==> src/rtl/msi_snoopy_controller.sv <==
// Bus-side MSI snoop responder for one private cache: looks up the snooped line,
// flushes Modified data word by word, downgrades or invalidates it, then acknowledges.
module msi_snoopy_controller #(
    parameter int         TAG_WIDTH         = 8,
    parameter int         INDEX_WIDTH       = 4,
    parameter int         OFFSET_WIDTH      = 2,
    parameter int         SET_ASSOCIATIVITY = 2,
    parameter int         DATA_WIDTH        = 16,
    parameter logic [1:0] INVALID_STATE     = 2'b00,
    parameter logic [1:0] SHARED_STATE      = 2'b01,
    parameter logic [1:0] MODIFIED_STATE    = 2'b10
) (
    input  logic                                        clock,
    input  logic                                        reset,
    // busRequest is valid and held until busAcknowledge; the bus drops it the cycle after.
    input  logic                                        busRequest,
    input  logic [1:0]                                  busCommand,
    input  logic [TAG_WIDTH+INDEX_WIDTH+OFFSET_WIDTH-1:0] busAddress,
    output logic                                        busAcknowledge,
    output logic                                        busShared,
    output logic                                        busFlush,
    output logic                                        busDataValid,
    output logic [DATA_WIDTH-1:0]                       busDataOut,
    input  logic                                        busDataReady,
    output logic [INDEX_WIDTH-1:0]                      snoopyIndex,
    output logic [OFFSET_WIDTH-1:0]                     snoopyOffset,
    output logic [TAG_WIDTH-1:0]                        snoopyTagIn,
    output logic [1:0]                                  snoopyStateIn,
    output logic                                        snoopyWriteState,
    input  logic                                        snoopyHit,
    input  logic [1:0]                                  snoopyStateOut,
    input  logic [DATA_WIDTH-1:0]                       snoopyDataOut,
    output logic                                        invalidateEnable,
    output logic [4:0]                                  debugState
);

    localparam int ADDR_WIDTH = TAG_WIDTH + INDEX_WIDTH + OFFSET_WIDTH;

    localparam logic [1:0] BUS_READ           = 2'd0;
    localparam logic [1:0] BUS_READ_EXCLUSIVE = 2'd1;
    localparam logic [1:0] BUS_INVALIDATE     = 2'd2;
    localparam logic [1:0] BUS_NONE           = 2'd3;

    typedef enum logic [2:0] {
        IDLE    = 3'd0,
        LOOKUP  = 3'd1,
        FLUSH   = 3'd2,
        UPDATE  = 3'd3,
        RESPOND = 3'd4
    } snoopState_t;

    if (SET_ASSOCIATIVITY < 1) begin : gBadAssociativity
        $error("SET_ASSOCIATIVITY must be at least 1");
    end

    snoopState_t              state;
    logic [ADDR_WIDTH-1:0]    addressReg;
    logic [1:0]               commandReg;
    logic                     hitReg;
    logic [1:0]               stateReg;
    logic [OFFSET_WIDTH-1:0]  offsetCount;

    logic       lookupHit;
    logic [1:0] nextLineState;

    // A tag match on an Invalid line is a miss for coherence purposes.
    assign lookupHit     = snoopyHit && (snoopyStateOut != INVALID_STATE);
    assign nextLineState = (commandReg == BUS_READ) ? SHARED_STATE : INVALID_STATE;

    always_ff @(posedge clock or negedge reset) begin
        if (!reset) begin
            state       <= IDLE;
            addressReg  <= '0;
            commandReg  <= BUS_READ;
            hitReg      <= 1'b0;
            stateReg    <= INVALID_STATE;
            offsetCount <= '0;
        end else begin
            case (state)
                IDLE: begin
                    if (busRequest) begin
                        addressReg <= busAddress;
                        commandReg <= busCommand;
                        state      <= LOOKUP;
                    end
                end
                LOOKUP: begin
                    hitReg   <= lookupHit;
                    stateReg <= snoopyStateOut;
                    if (commandReg == BUS_NONE || !lookupHit) begin
                        state <= RESPOND;
                    end else if (snoopyStateOut == MODIFIED_STATE) begin
                        offsetCount <= '0;
                        state       <= FLUSH;
                    end else begin
                        state <= UPDATE;
                    end
                end
                FLUSH: begin
                    // Word and counter hold while the bus stalls; the last word wraps the counter.
                    if (busDataReady) begin
                        offsetCount <= offsetCount + 1'b1;
                        if (offsetCount == '1) begin
                            state <= UPDATE;
                        end
                    end
                end
                UPDATE:  state <= RESPOND;
                RESPOND: state <= IDLE;
                default: state <= IDLE;
            endcase
        end
    end

    assign snoopyIndex      = addressReg[OFFSET_WIDTH +: INDEX_WIDTH];
    assign snoopyTagIn      = addressReg[OFFSET_WIDTH+INDEX_WIDTH +: TAG_WIDTH];
    assign snoopyOffset     = (state == FLUSH) ? offsetCount : addressReg[OFFSET_WIDTH-1:0];

    assign busFlush         = (state == FLUSH);
    assign busDataValid     = (state == FLUSH);
    assign busDataOut       = (state == FLUSH) ? snoopyDataOut : '0;

    assign snoopyWriteState = (state == UPDATE);
    assign snoopyStateIn    = (state == UPDATE) ? nextLineState : INVALID_STATE;
    assign invalidateEnable = (state == UPDATE) && (nextLineState == INVALID_STATE);

    assign busAcknowledge   = (state == RESPOND);
    assign busShared        = (state == RESPOND) && hitReg;

    assign debugState       = {stateReg, state};

    // Both remaining commands invalidate; named here so the encodings stay documented together.
    logic unusedCommands;
    assign unusedCommands = (commandReg == BUS_READ_EXCLUSIVE) || (commandReg == BUS_INVALIDATE);

endmodule

==> config.mk <==
export PLATFORM = sky130hd
export DESIGN_NAME = msi_snoopy_controller
export DESIGN_NICKNAME = d
export VERILOG_FILES = /design/src/rtl/msi_snoopy_controller.sv
export SDC_FILE = /design/constraint.sdc
export NUM_CORES = 1
export LEC_CHECK = 0
export BUFFER_PORTS_ARGS = -buffer_cell sky130_fd_sc_hd__buf_2
export CORE_AREA = 2 2 60 62
export DETAILED_ROUTE_END_ITERATION = 10
export DIE_AREA = 0 0 62 64
export HOLD_SLACK_MARGIN = 0.03
export PLACE_DENSITY = 0.77
export SKIP_LAST_GASP = 1
export SYNTH_ARGS = -nofsm -noshare
export SYNTH_HDL_FRONTEND = slang
export SYNTH_SLANG_ARGS = --single-unit
==> constraint.sdc <==
create_clock -name clock -period 2.2 [get_ports clock]
set_input_delay 0.11 -clock clock [delete_from_list [all_inputs] [get_ports clock]]
set_output_delay 0.11 -clock clock [all_outputs]
set_load 0.005 [all_outputs]
==> metrics.log, run 1 <==
[metrics] GRT busiest layer: met2
[metrics] required time at the worst-slack endpoint: 2.09 ns
[metrics] post-route insts no fill: 246
[metrics] Final Max Slew Viols: 0
[metrics] maximum number of pins on one net before global-route repair: 25
[metrics] signed area change from the synthesized netlist to the final layout: 38.1%
[metrics] Ant. Diodes: 0
[metrics] sequential share of the synthesized area: 43.7%
[metrics] xor and xnor fraction of the mapped netlist area: 0%
[metrics] cell with the biggest individual delay on the critical path: dfrtp_1
[metrics] Inserted Clock Buffers: 3
[metrics] sequence of cells on the critical path: nor3b_2 > mux2_2 > buf_2
[metrics] Leak Pwr: 0.00101 µW
[metrics] kind of end point of the critical path: output pin
[metrics] CTS root buf: clkbuf_4
[metrics] area inside the core boundary: 3280 µm²
[metrics] half-perimeter wire length of the detailed placement result: 2190 µm
[metrics] count of port buffers added during placement: 80
[metrics] residual DRC count: 0
[metrics] violation count after the first detailed-routing iteration: 1
[metrics] Crit Path Category: reg2out
[metrics] global-route total usage across every layer: 14.0%
[metrics] endpoint arrival time on the critical path: 1.76 ns
[metrics] post-synthesis adder-cell area fraction: 0.910%
[metrics] Placed Cells incl. Taps: 225
[metrics] max-cap viol count: 0
[metrics] Final Critical Period: 1.87 ns
[metrics] routing usage on met1: 16.0%
[metrics] starting density of the core: 41.9%
[metrics] mux share of post-synthesis cell area: 19.8%
[metrics] Pwr Density: 1100 nW/µm²
[metrics] number of cell rows: 21
[metrics] Sink Count: 24
[metrics] Post-Place Worst Slack: 0.631 ns
[metrics] Worst VDD drop: 0.584 mV
[metrics] family of cells with the greatest summed delay on the critical path: flip-flops
[metrics] compound-gate portion of the synthesized area: 4.73%
[metrics] Routed WL per cell: 11.8 µm
[metrics] endpoints failing setup: 0
[metrics] number of buffers on the longest clock path: 2
[metrics] final setup TNS: 0 ns
[metrics] main combinational cell family by area after synthesis: multiplexers
[metrics] worst min-delay path class: in2reg
[metrics] Cell variety after synth: 30
[metrics] via count: 1127
[metrics] met2 usage: 25.8%
[metrics] remaining global-route overflow: 0
[metrics] total chip power: 2090 µW
[metrics] final-report hold violation count: 0
[metrics] Die X: 62 µm
[metrics] crit-path max FO: 10
[metrics] top achievable clock speed: 534 MHz
[metrics] Die Footprint: 3970 µm²
[metrics] fraction of final layout cells with drive strength greater than 1: 55.0%
[metrics] final design utilization: 57.8%
[metrics] antenna violation net count after detailed routing: 0
[metrics] hold buffer count at CTS: 11
[metrics] Net count, final: 241
[metrics] met3 routing resource usage after global routing: 2.02%
[metrics] Syn Inst Count: 117
[metrics] antenna violations before repair: 0
[metrics] startpoint kind of the worst setup timing path: flop
[metrics] die span in y: 64 µm
[metrics] clock skew: 0.00186 ns
[metrics] final setup margin: 0.328 ns
[metrics] vias in the first global route: 958
[metrics] global placer's final weighted congestion: 0.740
[metrics] Synthesized Nets: 157
[metrics] global-route wire length before repair: 4170 µm
[metrics] simple-gate area share of the yosys netlist: 18.5%
[metrics] CTS tree: yes
[metrics] average via count per standard cell: 4.58
[metrics] count of cells resized by post-cts repair: 0
[metrics] share of the cycle needed by the critical path after routing: 85.1%
[metrics] Pre-antenna DRT Iters: 4
[metrics] unrepaired setup endpoints after global routing: no
[metrics] average size of a mapped cell: 11.8 µm²
[metrics] CP bufs+invs: 1
[metrics] yosys synthesis warning count: 0
[metrics] post-detailed-routing wire length: 2910 µm
[metrics] status: complete, no violations
[metrics] number of buffers inserted by post-CTS setup repair: 0
[metrics] cell area after technology mapping: 1380 µm²
[metrics] I/O pin count: 82
[metrics] worst-skew pair later-pin latency: 0.30 ns
[metrics] delay contributed by the slowest stage of the critical path: 0.52 ns
[metrics] Clk pin slew, worst setup/hold paths: 0.12 ns
[metrics] count of H-tree levels built during CTS: 1
[metrics] number of register bits inferred by synthesis: 24
## cell usage after synthesis (all sizes together)
master	count	area [µm²]
o21ai	2	10.0
inv	3	11.3
o211ai	2	15.0
clkbuf	1	3.75
nor2	3	11.3
ha	1	12.5
nand2	1	3.75
and2	18	113
nand2b	2	20.0
mux2	20	263
nand4b	1	8.76
nand4bb	1	11.3
buf	19	151
nor3b	3	32.5
dfrtp	24	601
a21o	2	15.0
nor3	2	21.3
nand3b	2	15.0
conb	1	3.75
and2b	1	7.51
a21oi	5	25.0
mux2i	1	10.0
nand3	2	10.0
## per-layer routing
layer  vias up  wire (µm)
met3         2        278
met5         -          0
met1       516       1100
met4         0         13
met2        64       1520
li1        545          -
## sequential cells by signal, indices dropped and copies added, names as in the netlist
register     count
addressReg      14
state            3
stateReg         2
hitReg           1
commandReg       2
offsetCount      2
## report_power, final
group          switching [µW]  internal, µW
registers                 187           663
clock network             117           101
logic                     388           631
total                     692          1390
## layout by cell type (no fill, tap or decap)
cell type      Yosys  routed
clkbuf_4           0       3
nand2b_1           1       1
nand3b_1           2       2
conb_1             1       1
nand4b_1           1       1
and2b_1            1       1
mux2i_1            1       1
nor3_4             1       1
clkbuf_8           0       1
o211ai_1           2       2
o21ai_0            2       2
nand4bb_1          1       1
nand2b_4           1       1
buf_2              3      80
a21o_1             2       2
nor3_1             1       1
mux2_4            10      10
nand2_1            1       1
nor3b_1            1       1
mux2_2            10      10
nand3_1            2       2
dfrtp_1           24      24
nor3b_2            2       2
inv_1              3       3
dlygate4sd3_1      0      17
and2_1            18      18
a21oi_1            5       5
buf_4             14       2
nor2_1             3       3
ha_1               1       1
## cell type report
class	instances	area [µm²]
Fill cell	277	1390
Multi-Input combinational cell	70	608
Sequential cell	24	601
Timing Repair Buffer	99	586
Tap cell	46	57.6
Clock buffer	4	36.3
Inverter	3	11.3
## cell families after synthesis
logic type	Yosys count
buffers and inverters	23
and+or+nand+nor	36
other	1
AOI/OAI and AO/OA	11
DFF	24
adders and majority gates	1
muxes	21
## per-stage QoR
step / area (µm²) / hold WS, ns
5_1_grt: 1900 / 0.0642
4_1_cts: 1840 / 0.0310
3_5_place_dp: 1690 / 0.106
2_1_floorplan: 1380 / -0.186
3_3_place_gp: 1690 / 0.115
6_report: 1900 / 0.0697
## final timing paths
check | slack [ns] | end | startpoint | cells past startpoint
worst min register to register | 0.52 | addressReg[13] | addressReg[13] | 1
worst max register to register | 0.63 | commandReg[1] | state[1] | 4
worst min-delay path | 0.07 | stateReg[1] | snoopyStateOut[1] | 2
worst max-delay path | 0.33 | snoopyOffset[0] | state[1] | 3
min in group asynchronous | 0.28 | addressReg[2] | reset | 2
max in group asynchronous | 1.58 | state[2] | reset | 2
Note: power is estimated with default switching activity, not from simulation.
==> run 2: changes to the inputs <==
- CORE_AREA: 2 2 60 62 -> 2 2 59 61
- CTS_BUF_LIST: unset -> sky130_fd_sc_hd__clkbuf_8
- DIE_AREA: 0 0 62 64 -> 0 0 61 63
- PLACE_DENSITY: 0.77 -> 0.8
==> metrics.log, run 2 (synthesized netlist as in run 1, its figures left out) <==
[metrics] status: complete, no violations
[metrics] final-report hold violation count: 0
[metrics] signed area change from the synthesized netlist to the final layout: 28.4%
[metrics] post-route insts no fill: 231
[metrics] unrepaired setup endpoints after global routing: no
[metrics] antenna violations before repair: 0
[metrics] Net count, final: 226
[metrics] kind of end point of the critical path: output pin
[metrics] Leak Pwr: 0.000961 µW
[metrics] Post-Place Worst Slack: 0.479 ns
[metrics] global placer's final weighted congestion: 0.681
[metrics] Pre-antenna DRT Iters: 4
[metrics] total chip power: 2140 µW
[metrics] pin slew with the least headroom to its limit: 0.506 ns
[metrics] startpoint kind of the worst setup timing path: flop
[metrics] Sink Count: 24
[metrics] launching instance or port of the critical path: state[1]
[metrics] delay contributed by the slowest stage of the critical path: 0.52 ns
[metrics] Worst VDD drop: 0.654 mV
[metrics] violation count after the first detailed-routing iteration: 10
[metrics] Die X: 61 µm
[metrics] fraction of final layout cells with drive strength greater than 1: 60.0%
[metrics] clock skew: 0.00124 ns
[metrics] I/O pin count: 82
[metrics] final setup margin: 0.403 ns
[metrics] starting density of the core: 42.5%
[metrics] family of cells with the greatest summed delay on the critical path: flip-flops
[metrics] half-perimeter wire length of the detailed placement result: 2270 µm
[metrics] count of port buffers added during placement: 80
[metrics] Placed Cells incl. Taps: 226
[metrics] worst-skew pair later-pin latency: 0.26 ns
[metrics] top achievable clock speed: 557 MHz
[metrics] Crit Path Category: reg2out
[metrics] endpoints failing setup: 0
[metrics] required time at the worst-slack endpoint: 2.09 ns
[metrics] Routed WL per cell: 12.1 µm
[metrics] maximum number of pins on one net before global-route repair: 25
[metrics] Inserted Clock Buffers: 3
[metrics] FF-to-FF End: addressReg[8]
[metrics] Final Max Slew Viols: 0
[metrics] Pwr Density: 1210 nW/µm²
[metrics] largest register by flop count: addressReg
[metrics] Final Critical Period: 1.80 ns
[metrics] count of cells resized by post-cts repair: 0
[metrics] critical register-to-register path startpoint: state[1]
[metrics] Fill cells: 310
[metrics] number of buffers on the longest clock path: 2
[metrics] Die Footprint: 3840 µm²
[metrics] endpoint arrival time on the critical path: 1.69 ns
[metrics] worst min-delay path class: in2reg
[metrics] vias in the first global route: 998
[metrics] CTS root buf: clkbuf_8
[metrics] remaining global-route overflow: 0
[metrics] post-detailed-routing wire length: 2800 µm
[metrics] global-route wire length before repair: 4420 µm
[metrics] area inside the core boundary: 3230 µm²
[metrics] number of logic stages on the critical path including buffering: 4
[metrics] CTS tree: yes
[metrics] Ant. Diodes: 0
[metrics] sequence of cells on the critical path: nor3b_2 > buf_4 > mux2_2 > buf_2
[metrics] global-route total usage across every layer: 14.9%
[metrics] worst reg-to-reg setup slack: 0.48 ns
[metrics] CP bufs+invs: 2
[metrics] Clk pin slew, worst setup/hold paths: 0.08 ns
[metrics] via count: 1031
[metrics] cell with the biggest individual delay on the critical path: dfrtp_1
[metrics] crit-path max FO: 12
[metrics] number of cell rows: 21
[metrics] Largest regs: addressReg x14, state x3
[metrics] max-cap viol count: 0
[metrics] most frequent cells in the layout: 80 x buf_2, 24 x dfrtp_1, 18 x and2_1, 10 x mux2_2, 10 x mux2_4
[metrics] max reg flops: 14
[metrics] headroom to the max-slew limit: 66.2%
[metrics] final hold slack: 0.0738 ns
[metrics] commonest non-fill, non-tap cell in the layout: buf_2
[metrics] end point of the critical path: snoopyOffset[1]
[metrics] FF-to-FF path depth: 4
[metrics] count of H-tree levels built during CTS: 1
[metrics] die span in y: 63 µm
[metrics] residual DRC count: 0
[metrics] antenna violation net count after detailed routing: 0
[metrics] share of the cycle needed by the critical path after routing: 81.7%
[metrics] final setup TNS: 0 ns
[metrics] average via count per standard cell: 4.46
-- run 2: cell types whose count changed in the layout (fill, tap and decap cells not counted), sizes merged --
| cell | before | now |
|---|---|---|
| buf | 82 | 83 |
| dlygate4sd3 | 17 | 1 |
-- run 2: final cells by class --
type / instances / area (µm²) / share of cell area (%)
Timing Repair Buffer: 84 / 433 / 24.5
Tap cell: 46 / 57.6 / 3.26
Sequential cell: 24 / 601 / 34.0
Inverter: 3 / 11.3 / 0.638
Clock buffer: 4 / 55.1 / 3.12
Multi-Input combinational cell: 70 / 608 / 34.4
-- run 2: power breakdown --
part	leakage (µW)	switching, µW	internal (µW)	total, µW
clock network	0.0000288	130	159	289
registers	0.000285	187	665	851
logic	0.000647	379	620	999
-- run 2: worst min-delay path by stage --
stage | start | to | slack (ns) | cells after the start
final | busAddress[7] | addressReg[7] | 0.07 | 2
after global routing | busAddress[2] | addressReg[2] | 0.06 | 2
after CTS | busAddress[7] | addressReg[7] | 0.07 | 2
after detailed placement | reset | addressReg[11] | 0.12 | 1
after global placement | reset | addressReg[12] | 0.11 | 1
after floorplan | reset | addressReg[0] | -0.19 | 0
-- run 2: routing by layer --
| metal | vias up | track usage (%) | wire length (µm) |
|---|---|---|---|
| met5 | - | 0 | 0 |
| met1 | 467 | 19.3 | 1160 |
| met2 | 47 | 24.7 | 1400 |
| met3 | 2 | 3.31 | 230 |
| li1 | 515 | - | - |
| met4 | 0 | 4.08 | 19 |
-- run 2: worst reg2reg max path: stages, from the launching register on --
cell and delay, ns:
dfrtp_1 0.49, nand2b_4 0.20, nor3_4 0.30, buf_4 0.30, mux2_4 0.32
-- run 2: timing repair --
item	4_1_cts	5_1_grt
hold buffers	1	0
endpoints found under the setup margin	0	0
setup buffers	0	0
hold endpoints to repair	24	0
-- run 2: per-stage QoR --
stage          cell area (µm²)  util (%)
2_1_floorplan             1380         -
3_3_place_gp              1700      52.6
3_5_place_dp              1700      52.6
4_1_cts                   1770      54.6
5_1_grt                   1770      54.6
6_report                  1770      54.6
